--- src/rtl/load_unit_pkg.sv ---
// load_unit_pkg
// Shared definitions for the load unit: FSM state encoding, RISC-V load
// funct3 encodings, the default memory-mapped hardware counter address and
// small decode helpers used by the top level and the alignment block.

`ifndef HARDWARE_COUNTER_ADDR
`define HARDWARE_COUNTER_ADDR 64'h0000_0000_0000_F000
`endif

package load_unit_pkg;

    typedef enum logic [1:0] {
        IDLE  = 2'd0,
        BEAT0 = 2'd1,
        BEAT1 = 2'd2,
        RESP  = 2'd3
    } state_e;

    localparam logic [2:0] F3_LB  = 3'b000;
    localparam logic [2:0] F3_LH  = 3'b001;
    localparam logic [2:0] F3_LW  = 3'b010;
    localparam logic [2:0] F3_LD  = 3'b011;
    localparam logic [2:0] F3_LBU = 3'b100;
    localparam logic [2:0] F3_LHU = 3'b101;
    localparam logic [2:0] F3_LWU = 3'b110;

    // Held at 64 bits so either XLEN can take its low slice as a default.
    localparam logic [63:0] HW_COUNTER_ADDR = `HARDWARE_COUNTER_ADDR;

    // Access size in bytes; funct3[1:0] encodes log2(size) for every load.
    function automatic int f3_size_bytes(input logic [2:0] f3);
        case (f3[1:0])
            2'b00:   return 1;
            2'b01:   return 2;
            2'b10:   return 4;
            default: return 8;
        endcase
    endfunction

    // LD and LWU only exist on a 64-bit datapath.
    function automatic logic f3_is_legal(input logic [2:0] f3, input int xlen);
        case (f3)
            F3_LB, F3_LH, F3_LW, F3_LBU, F3_LHU: return 1'b1;
            F3_LD, F3_LWU:                       return (xlen == 64);
            default:                             return 1'b0;
        endcase
    endfunction

endpackage

--- src/rtl/load_align.sv ---
// load_align
// Combinational extraction of a load result from a two-word window.
// Ports:
//   lo, hi   - low and high memory words (hi is zero for single-beat loads)
//   offset   - byte offset of the load inside the low word
//   funct3   - load type (size in [1:0], unsigned flag in [2])
//   data     - right-aligned, sign/zero-extended result

module load_align
    import load_unit_pkg::*;
#(
    parameter int XLEN = 32
) (
    input  logic [XLEN-1:0]            lo,
    input  logic [XLEN-1:0]            hi,
    input  logic [$clog2(XLEN/8)-1:0]  offset,
    input  logic [2:0]                 funct3,
    output logic [XLEN-1:0]            data
);

    logic [XLEN-1:0] word;
    logic [XLEN-1:0] mask;
    logic            sign_bit;

    // Shift the {hi,lo} pair so the addressed byte lands at bit 0; only the
    // low XLEN bits can ever be part of the result.
    assign word = XLEN'({hi, lo} >> {offset, 3'b000});

    always_comb begin
        mask     = '1;
        sign_bit = 1'b0;
        case (f3_size_bytes(funct3))
            1: begin
                mask     = XLEN'(8'hFF);
                sign_bit = word[7];
            end
            2: begin
                mask     = XLEN'(16'hFFFF);
                sign_bit = word[15];
            end
            4: begin
                mask     = XLEN'(32'hFFFF_FFFF);
                sign_bit = word[31];
            end
            default: ;
        endcase
        data = word & mask;
        // funct3[2] marks the unsigned variants; a full-width load has an
        // all-ones mask so the extension term vanishes.
        if (!funct3[2] && sign_bit) begin
            data = data | ~mask;
        end
    end

endmodule

--- src/rtl/load_unit.sv ---
// load_unit
// Single-outstanding load unit. Accepts one load at a time, reads one or two
// aligned memory words, aligns/extends the result and returns it with a
// one-cycle response strobe. Full-width loads of COUNTER_ADDR return the live
// hardware counter without touching memory.
// Ports:
//   clk, rst_n                - clock, asynchronous active-low reset
//   req_valid/req_ready       - request handshake (ready only in IDLE)
//   req_addr, req_funct3      - byte address and load type
//   counter                   - live hardware counter value
//   mem_req, mem_addr         - memory read strobe and word-aligned address
//   mem_rvalid, mem_rdata     - memory read return
//   rsp_valid, rsp_data, rsp_err - response strobe, result, error flag

module load_unit
    import load_unit_pkg::*;
#(
    parameter int              XLEN         = 32,
    parameter logic [XLEN-1:0] COUNTER_ADDR = HW_COUNTER_ADDR[XLEN-1:0],
    parameter bit              MISALIGN_EN  = 1'b1
) (
    input  logic            clk,
    input  logic            rst_n,
    input  logic            req_valid,
    output logic            req_ready,
    input  logic [XLEN-1:0] req_addr,
    input  logic [2:0]      req_funct3,
    input  logic [XLEN-1:0] counter,
    output logic            mem_req,
    output logic [XLEN-1:0] mem_addr,
    input  logic            mem_rvalid,
    input  logic [XLEN-1:0] mem_rdata,
    output logic            rsp_valid,
    output logic [XLEN-1:0] rsp_data,
    output logic            rsp_err
);

    localparam int         NBYTES  = XLEN / 8;
    localparam int         OFFW    = $clog2(NBYTES);
    localparam logic [2:0] FULL_F3 = (XLEN == 64) ? F3_LD : F3_LW;

    state_e          state_q,    state_d;
    logic [XLEN-1:0] addr_q,     addr_d;
    logic [2:0]      funct3_q,   funct3_d;
    logic            misal_q,    misal_d;
    logic [XLEN-1:0] lo_q,       lo_d;
    logic [XLEN-1:0] rsp_data_q, rsp_data_d;
    logic            rsp_err_q,  rsp_err_d;

    logic            req_legal;
    logic            req_misaligned;
    logic            req_counter_hit;
    logic [XLEN-1:0] addr_aligned;
    logic [XLEN-1:0] align_lo;
    logic [XLEN-1:0] align_hi;
    logic [XLEN-1:0] align_data;

    // Request decode, evaluated on the live request inputs in IDLE.
    assign req_legal       = f3_is_legal(req_funct3, XLEN);
    assign req_misaligned  = (int'(req_addr[OFFW-1:0]) + f3_size_bytes(req_funct3)) > NBYTES;
    assign req_counter_hit = (req_funct3 == FULL_F3) && (req_addr == COUNTER_ADDR);

    assign addr_aligned = {addr_q[XLEN-1:OFFW], {OFFW{1'b0}}};

    // In BEAT1 the first word is already captured and the live return data is
    // the high word; otherwise the live return is the only (low) word.
    assign align_lo = (state_q == BEAT1) ? lo_q      : mem_rdata;
    assign align_hi = (state_q == BEAT1) ? mem_rdata : '0;

    load_align #(
        .XLEN (XLEN)
    ) u_align (
        .lo     (align_lo),
        .hi     (align_hi),
        .offset (addr_q[OFFW-1:0]),
        .funct3 (funct3_q),
        .data   (align_data)
    );

    always_comb begin
        state_d    = state_q;
        addr_d     = addr_q;
        funct3_d   = funct3_q;
        misal_d    = misal_q;
        lo_d       = lo_q;
        rsp_data_d = rsp_data_q;
        rsp_err_d  = rsp_err_q;
        req_ready  = 1'b0;
        mem_req    = 1'b0;
        mem_addr   = '0;
        rsp_valid  = 1'b0;

        case (state_q)
            IDLE: begin
                req_ready = 1'b1;
                if (req_valid) begin
                    addr_d   = req_addr;
                    funct3_d = req_funct3;
                    misal_d  = req_misaligned;
                    if (!req_legal || (req_misaligned && !MISALIGN_EN)) begin
                        rsp_data_d = '0;
                        rsp_err_d  = 1'b1;
                        state_d    = RESP;
                    end else if (req_counter_hit) begin
                        // Counter value is sampled at the acceptance edge.
                        rsp_data_d = counter;
                        rsp_err_d  = 1'b0;
                        state_d    = RESP;
                    end else begin
                        state_d = BEAT0;
                    end
                end
            end
            BEAT0: begin
                mem_req  = 1'b1;
                mem_addr = addr_aligned;
                if (mem_rvalid) begin
                    if (misal_q) begin
                        lo_d    = mem_rdata;
                        state_d = BEAT1;
                    end else begin
                        rsp_data_d = align_data;
                        rsp_err_d  = 1'b0;
                        state_d    = RESP;
                    end
                end
            end
            BEAT1: begin
                mem_req  = 1'b1;
                mem_addr = addr_aligned + XLEN'(NBYTES);
                if (mem_rvalid) begin
                    rsp_data_d = align_data;
                    rsp_err_d  = 1'b0;
                    state_d    = RESP;
                end
            end
            RESP: begin
                rsp_valid = 1'b1;
                state_d   = IDLE;
            end
            default: state_d = IDLE;
        endcase
    end

    always_ff @(posedge clk or negedge rst_n) begin
        if (!rst_n) begin
            state_q    <= IDLE;
            addr_q     <= '0;
            funct3_q   <= '0;
            misal_q    <= 1'b0;
            lo_q       <= '0;
            rsp_data_q <= '0;
            rsp_err_q  <= 1'b0;
        end else begin
            state_q    <= state_d;
            addr_q     <= addr_d;
            funct3_q   <= funct3_d;
            misal_q    <= misal_d;
            lo_q       <= lo_d;
            rsp_data_q <= rsp_data_d;
            rsp_err_q  <= rsp_err_d;
        end
    end

    assign rsp_data = rsp_data_q;
    assign rsp_err  = rsp_err_q;

endmodule

--- config.mk ---
export PLATFORM = sky130hd
export DESIGN_NAME = load_unit
export DESIGN_NICKNAME = d
export VERILOG_FILES = /design/src/rtl/load_unit_pkg.sv /design/src/rtl/load_align.sv /design/src/rtl/load_unit.sv
export SDC_FILE = /design/constraint.sdc
export NUM_CORES = 1
export LEC_CHECK = 0
export ABC_AREA = 0
export CAP_MARGIN = 20
export CORE_MARGIN = 5
export CORE_UTILIZATION = 28
export CTS_BUF_LIST = sky130_fd_sc_hd__clkbuf_2 sky130_fd_sc_hd__clkbuf_4 sky130_fd_sc_hd__clkbuf_8
export DETAILED_ROUTE_END_ITERATION = 8
export PLACE_DENSITY = 0.49
export SLEW_MARGIN = 15
export SYNTH_ARGS = -nofsm -noshare
export SYNTH_HDL_FRONTEND = slang
export SYNTH_HIERARCHICAL = 1
export SYNTH_SLANG_ARGS = --single-unit
--- constraint.sdc ---
create_clock -name clk -period 4.25 [get_ports clk]
set_clock_uncertainty 0.1 [all_clocks]
set_input_delay 0.425 -clock clk [delete_from_list [all_inputs] [get_ports clk]]
set_output_delay 0.425 -clock clk [all_outputs]
set_load 0.01 [all_outputs]
==> results of run 1 <==
==> registers in the layout (all words and copies together) (netlist names) <==
register	cells
addr_q	32
state_q	2
rsp_err	1
misal_q	1
rsp_data	32
funct3_q	3
lo_q	32
==> power breakdown <==
group	switching [W]	internal [W]
clock network	0.000380	0.000406
registers	0.000559	0.00147
logic	0.00200	0.00238
total	0.00294	0.00425
==> worst max-delay path, cell delays in order (launching register included) <==
cell and delay (ns):
dfrtp_1 0.44, inv_1 0.12, ha_2 0.38, clkinv_1 0.36
nor2_2 0.45, nand3_2 0.18, o31ai_1 0.34, clkdlybuf4s50_1 0.60
==> how the worst min path moves through the flow <==
stage                  start         to  slack [ns]  depth (start not counted)
finish                 rst_n   lo_q[30]        0.06                          1
global route           rst_n   lo_q[30]        0.13                          1
CTS                    rst_n   lo_q[30]        0.09                          1
detailed placement   lo_q[9]    lo_q[9]        0.39                          1
global placement    lo_q[27]   lo_q[27]        0.38                          1
floorplan              rst_n  addr_q[0]        0.03                          0
==> area by class of cell <==
type	count	area share, %
Tap cell	335	4.44
Timing Repair Buffer	179	18.7
Sequential cell	103	27.3
Clock inverter	6	1.14
Multi-Input combinational cell	545	46.4
Inverter	15	0.597
Clock buffer	10	1.46
==> metrics by stage <==
stage	instances	hold slack [ns]	setup WS (ns)	power, W
6_report	1193	0.0628	0.459	0.00719
4_1_cts	1193	0.0888	0.208	0.00728
3_5_place_dp	1177	0.387	0.679	0.00646
2_1_floorplan	717	0.0294	1.38	0.00501
5_1_grt	1193	0.125	0.201	0.00778
3_3_place_gp	1177	0.382	0.617	0.00642
==> timing repair <==
action                     4_1_cts  5_1_grt
hold endpoints to repair         0        0
setup endpoints to repair        0        2
buffers inserted                 0        0
resized for setup                0        1
==> routing by layer <==
metal / global-route usage (%) / share of wire, %
met1: 22.0 / 49
met2: 23.4 / 45
met3: 3.01 / 5.2
met4: 3.62 / 1.2
met5: 0 / 0.058
==> metrics.yaml, run 1 <==
setup_violations: 0
crit_fanout: 16
min_path_type: "primary input to asynchronous set/reset pin"
postCtsHoldBufs: 0
drt-vias-per-instance: 4.94
drive_gt1_share_pct: 23.8
syn-cell-area_sq_um: 7280
grt_max_degree: 69
drt-total-wl_um: 22500
clock_path_buffers: 2
drc: 0
multi_input_area_sq_um: 4380
finalHoldViolCount: 0
vias: 5897
regArea_sq_um: 2580
rsz0062_at_grt: "no"
cts_root_buf: "clkbuf_8"
r2r-end: "rsp_data[27]"
final_max_slew_viol_count: 0
synthCells: 716
cp-end-kind: "output port"
clock_sinks: 103
start_util_pct: 28.2
grt_usage_pct: 15.2
final_common_cell: "clkdlybuf4s50_1"
grt_pass1_vias: 5962
critPathLaunchType: "flip-flop"
fmax_mhz: 264
status: "finished, final reports clean"
clkSlewWorstSetupHoldPaths_ns: 0.11
peakVddDrop_v: 0.000344
power.density_nw_per_um2: 762
slew_headroom_pct: 33.1
fp.dieH_um: 171
cts_made_buffers: 9
place_congestion: 0.760
clkLatencyLatePin_ns: 0.39
fin_area_sq_um: 9440
dp_hpwl_um: 16600
coreArea_sq_um: 25800
insertedDiodeCount: 0
startpoint: "state_q[0]"
fin_util_pct: 36.5
drt-initial-drc-count: 364
tightest_slew_ns: 1.00
period_minus_slack_ns: 3.79
htree_levels: 3
cp.required_ns: 3.72
numPortBuffers: 168
cts_tree: "built"
setup_tns_ns: 0
r2r_start: "state_q[0]"
antenna_found_initial: 1
crit_arrival_ns: 3.27
rows: 59
path_class: "flip-flop to output port"
avgRoutedWirePerCell_um: 18.9
fp.dieW_um: 171
mostFrequentLayoutCells: "167 x clkdlybuf4s50_1, 131 x nand2_1, 102 x mux2_2, 102 x dfrtp_1, 77 x o21ai_0"
period_share_pct: 89.2
overflow: 0
ant_nets: 0
yosysWarnings: 6
leakage_nw: 3.84
area_delta_synth_final_pct: 29.6
worstSetupEndpoint: "mem_addr[26]"
first_pass_iters: 5
reg2reg_slack_ns: 0.80
synth.avg_cell_area_sq_um: 10.2
ios: 171
maxCapViolCount: 0
nNetsFinal: 964
nFillCells: 2670
dpl-instance-area_sq_um: 9190
die_area_sq_um: 29300
rr_worst_depth: 11
grt_pass1_wl_um: 34900
(Power assumes the default switching activity.)
==> inputs of run 2 (changes only) <==
- CORE_ASPECT_RATIO: not set -> 0.6
==> run 2 against run 1 <==
Effect of this change: fmax grew 3.5%; clock power shrank 9.5%; cell area grew 0.34%; register-to-register slack gained 0.21 ns; via count grew 1.4%; largest cell class unchanged; first-iteration DRC count grew 28%.
==> metrics.yaml, run 2 (synthesized netlist as in run 1, its figures left out) <==
crit_arrival_ns: 3.14  # -0.13 ns
numPortBuffers: 168  # unchanged
drc: 0  # unchanged
crit_fanout: 13  # -3
fp.dieW_um: 218  # +27%
power.density_nw_per_um2: 771  # +1.2%
drt-vias-per-instance: 4.93  # -0.35%
cts_tree: "built"
setup_violations: 0  # unchanged
clock_sinks: 103  # unchanged
drt-initial-drc-count: 466  # +28%
rows: 45  # -24%
cts_root_buf: "clkbuf_8"
rsz0062_at_grt: "no"
first_pass_iters: 5  # unchanged
critPathTopFamily: "buffers and inverters"
htree_levels: 3  # unchanged
status: "finished, final reports clean"
grt_pass1_wl_um: 37000  # +6.2%
fp.dieH_um: 135  # -21%
path_cells: "inv_1, ha_2, clkinv_1, or4_1, a21oi_1, clkdlybuf4s50_1"
finalHoldViolCount: 0  # unchanged
cp_slowest_cell: "clkdlybuf4s50_1"
dp_hpwl_um: 19000  # +14%
slew_headroom_pct: 34.8  # +1.7 points
drt-total-wl_um: 24400  # +8.6%
place_congestion: 0.838  # +10%
leakage_nw: 3.85  # +0.23%
cts_setup_buffers: 0  # unchanged
clock_path_buffers: 2  # unchanged
path_class: "flip-flop to output port"
final_max_slew_viol_count: 0  # unchanged
antenna_found_initial: 0  # -1
nNetsFinal: 968  # +0.41%
avgRoutedWirePerCell_um: 20.1  # +6.7%
nFillCells: 2598  # -2.7%
hold_ws_ns: 0.275  # +0.212 ns
overflow: 0  # unchanged
grt_max_degree: 68  # -1.4%
tightest_slew_ns: 0.978  # -0.0251 ns
start_util_pct: 28.6  # +0.43 points
critPathLaunchType: "flip-flop"
ios: 171  # unchanged
clkLatencyLatePin_ns: 0.42  # +0.03 ns
period_share_pct: 86.2  # -3.0 points
cp.required_ns: 3.72  # about the same
area_delta_synth_final_pct: 30.1
setup_tns_ns: 0  # unchanged
cp-end-kind: "output port"
peakVddDrop_v: 0.000215  # -38%
min_path_type: "primary input to asynchronous set/reset pin"
grt_usage_pct: 16.5  # +1.3 points
critPathBufInv: 3  # unchanged
maxCapViolCount: 0  # unchanged
period_minus_slack_ns: 3.66  # -0.128 ns
cts_made_buffers: 9  # unchanged
vias: 5980  # +1.4%
fmax_mhz: 273  # +3.5%
final_common_cell: "clkdlybuf4s50_1"
clkSlewWorstSetupHoldPaths_ns: 0.12  # about the same
insertedDiodeCount: 0  # unchanged
max_stage_delay_ns: 0.60  # about the same
ant_nets: 0  # unchanged
drive_gt1_share_pct: 23.9  # +0.12 points
die_area_sq_um: 29400  # +0.36%
coreArea_sq_um: 25400  # -1.5%
grt_pass1_vias: 5795  # -2.8%
mostFrequentLayoutCells: "167 x clkdlybuf4s50_1, 131 x nand2_1, 102 x mux2_2, 102 x dfrtp_1, 77 x o21ai_0"
p_total_w: 0.00730  # +1.6%
[run 2: cell count changes in the layout (fill, tap and decap cells not counted)]
cell	previous run	this run
clkinv_4	0	3
buf_4	12	14
bufinv_16	3	1
clkinv_2	2	0
buf_12	0	1
clkinvlp_4	1	0
dlygate4sd3_1	0	1
inv_6	0	1
inv_8	0	1
nor2_1	17	18
nor2_2	2	1
[run 2: repair_timing]
action | CTS | global route
hold buffers | 1 | 0
gates resized for setup | 0 | 0
endpoints found under the hold margin | 14 | 0
[run 2: power breakdown]
group	total [W]	switching (W)	leakage, nW	internal (W)
Clock	0.000711	0.000413	0.109	0.000298
Sequential	0.00206	0.000594	1.26	0.00147
Combinational	0.00453	0.00212	2.48	0.00241
Total	0.00730	0.00313	3.85	0.00417
[run 2: worst paths after layout]
check / end / depth (start not counted) / slack, ns / startpoint
min in group clk: lo_q[0] / 1 / 0.41 / lo_q[0]
worst min register to register: lo_q[0] / 1 / 0.41 / lo_q[0]
worst max-delay path: mem_addr[8] / 6 / 0.59 / state_q[0]
worst min-delay path: lo_q[10] / 2 / 0.27 / rst_n
worst max register to register: rsp_data[20] / 11 / 1.01 / state_q[0]
max in group asynchronous: addr_q[0] / 3 / 2.85 / rst_n
[run 2: area by class of cell]
type | instances | area [sq um] | area share [%]
repair buffers | 183 | 1810 | 19.1
clock buffers | 10 | 138 | 1.45
well taps | 352 | 440 | 4.65
flip-flops and latches | 103 | 2580 | 27.2
inverters | 15 | 56.3 | 0.595
clock inverters | 6 | 76.3 | 0.806
multi-input cells | 545 | 4370 | 46.2
[run 2: per-stage QoR]
stage	setup WS (ns)	instances	util, %	area [sq um]
2_1_floorplan	1.38	717	-	7280
3_3_place_gp	1.08	1197	36.3	9250
3_5_place_dp	1.06	1197	36.3	9250
4_1_cts	0.597	1214	37.2	9470
5_1_grt	0.434	1214	37.2	9470
6_report	0.587	1214	37.2	9470
[run 2: routing by layer]
layer	vias to the layer above	track usage (%)	share of wire, %
met5	-	0	0
met4	0	3.38	1.2
met3	20	4.08	4.8
met2	148	21.0	38
met1	2924	27.1	56
li1	2888	-	-
==> inputs of run 3 (changes only) <==
- CORE_MARGIN: 5 -> 3
==> run 3 against run 2 <==
Effect of this change: total power fell by 0.49%; clock power fell by 6.2%; global-route usage rose by 1.0 points; hold slack improved by 0.14 ns; non-clock buffer count fell by 1; first-iteration DRC count fell by 10%; via count fell by 0.20%; largest cell class unchanged; highest routed layer is now met5.
==> metrics.yaml, run 3 (synthesized netlist as in run 1, its figures left out) <==
path_class: "flip-flop to output port"
hold_ws_ns: 0.411  # +0.136 ns
comb_power_share_pct: 62.4  # +0.4 points
status: "finished, final reports clean"
nNetsFinal: 967  # -0.10%
rows: 45  # unchanged
fp.dieW_um: 214  # -1.8%
die_area_sq_um: 28000  # -4.7%
ios: 171  # unchanged
grt_usage_pct: 17.5  # +1.0 points
drt-initial-drc-count: 418  # -10%
clock_path_buffers: 2  # unchanged
p_int_w: 0.00415  # -0.64%
finalHoldViolCount: 0  # unchanged
htree_levels: 3  # unchanged
period_minus_slack_ns: 3.55  # -0.116 ns
max_stage_delay_ns: 0.60  # about the same
cp-end-kind: "output port"
final_max_slew_viol_count: 0  # unchanged
crit_arrival_ns: 3.02  # -0.12 ns
critPathTopFamily: "simple AND/OR/NAND/NOR gates"
cp_slowest_cell: "nor4_4"
grt_max_degree: 69  # +1.5%
cts_setup_buffers: 0  # unchanged
power.density_nw_per_um2: 769  # -0.23%
fp.dieH_um: 131  # -3.0%
rsz0062_at_grt: "no"
tightest_slew_ns: 1.00  # +0.0235 ns
critPathBufInv: 1  # -2
first_pass_iters: 6  # +1
seqPwrFrac_pct: 28.4  # +0.2 points
drive_gt1_share_pct: 23.8  # -0.088 points
clkSlewWorstSetupHoldPaths_ns: 0.10  # -0.02 ns
avgRoutedWirePerCell_um: 19.9  # -1.2%
overflow: 0  # unchanged
leakage_nw: 3.83  # -0.35%
fmax_mhz: 282  # +3.3%
cts_root_buf: "clkbuf_8"
mostFrequentLayoutCells: "167 x clkdlybuf4s50_1, 131 x nand2_1, 102 x mux2_2, 102 x dfrtp_1, 77 x o21ai_0"
critPathLaunchType: "flip-flop"
cts_made_buffers: 9  # unchanged
cp.required_ns: 3.72  # about the same
drt-total-wl_um: 24100  # -1.2%
numPortBuffers: 168  # unchanged
setup_tns_ns: 0  # unchanged
final_common_cell: "clkdlybuf4s50_1"
switching_share_pct: 42.9  # +0.087 points
antenna_found_initial: 1  # +1
clock_sinks: 103  # unchanged
period_share_pct: 83.5  # -2.7 points
dp_hpwl_um: 18700  # -1.6%
drt-vias-per-instance: 4.92  # -0.20%
grt_pass1_vias: 5769  # -0.45%
path_cells: "ha_1, nand4_1, nor4_4, nand3_2, o31ai_1, clkdlybuf4s50_1"
power.share.clock_pct: 9.2  # -0.5 points
grt_pass1_wl_um: 37100  # +0.24%
setup_violations: 0  # unchanged
start_util_pct: 28.6  # unchanged
min_path_type: "flip-flop to flip-flop"
switchingPower_w: 0.00312  # -0.29%
coreArea_sq_um: 25400  # unchanged
clkLatencyLatePin_ns: 0.42  # about the same
ant_nets: 0  # unchanged
maxCapViolCount: 0  # unchanged
crit_fanout: 13  # unchanged
place_congestion: 0.874  # +4.3%
drc: 0  # unchanged
reg2reg_slack_ns: 1.08  # +0.07 ns
peakVddDrop_v: 0.000368  # +71%
cts_resized: 0  # unchanged
vias: 5968  # -0.20%
area_delta_synth_final_pct: 29.7
postCtsHoldBufs: 1  # unchanged
cts_tree: "built"
slew_headroom_pct: 33.2  # -1.6 points
-- run 3: metal layers --
| metal | vias to the layer above | global-route usage (%) | part of all wire, % | wire [um] |
|---|---|---|---|---|
| li1 | 2879 | - | - | - |
| met1 | 2931 | 28.8 | 56 | 13600 |
| met2 | 142 | 22.1 | 38 | 9200 |
| met3 | 14 | 4.23 | 4.8 | 1170 |
| met4 | 2 | 3.67 | 0.83 | 201 |
| met5 | - | 0 | 0.046 | 11 |
-- run 3: final timing paths --
kind,end,cells after the start,start
hold / removal,lo_q[7],1,lo_q[7]
setup reg to reg,rsp_data[24],11,state_q[0]
min in group asynchronous,lo_q[26],2,rst_n
hold reg to reg,lo_q[7],1,lo_q[7]
setup / recovery,mem_addr[26],6,addr_q[2]
max in group asynchronous,lo_q[15],3,rst_n
-- run 3: metrics by stage --
stage	setup slack [ns]	util [%]	std cells	cell area, sq um	power [W]
6_report	0.703	37.1	1214	9440	0.00727
4_1_cts	0.676	37.1	1213	9440	0.00732
2_1_floorplan	1.38	-	717	7280	0.00501
3_3_place_gp	1.14	36.3	1196	9240	0.00661
3_5_place_dp	1.10	36.3	1196	9240	0.00662
5_1_grt	0.377	37.1	1213	9440	0.00784
-- run 3: power by group through the flow --
stage / clock network (W) / registers (W) / logic, W
global placement: 0 / 0.00208 / 0.00453
detailed placement: 0 / 0.00207 / 0.00455
global route: 0.000743 / 0.00216 / 0.00493
floorplan: 0 / 0.00182 / 0.00319
finish: 0.000667 / 0.00206 / 0.00454
CTS: 0.000707 / 0.00206 / 0.00456
-- run 3: final cells by class --
type / instances / area, sq um
clock buffers: 9 / 124
well taps: 352 / 440
fillers: 2589 / 16000
flip-flops and latches: 103 / 2580
diodes: 1 / 2.50
multi-input cells: 545 / 4370
inverters: 15 / 56.3
clock inverters: 7 / 70.1
repair buffers: 182 / 1800
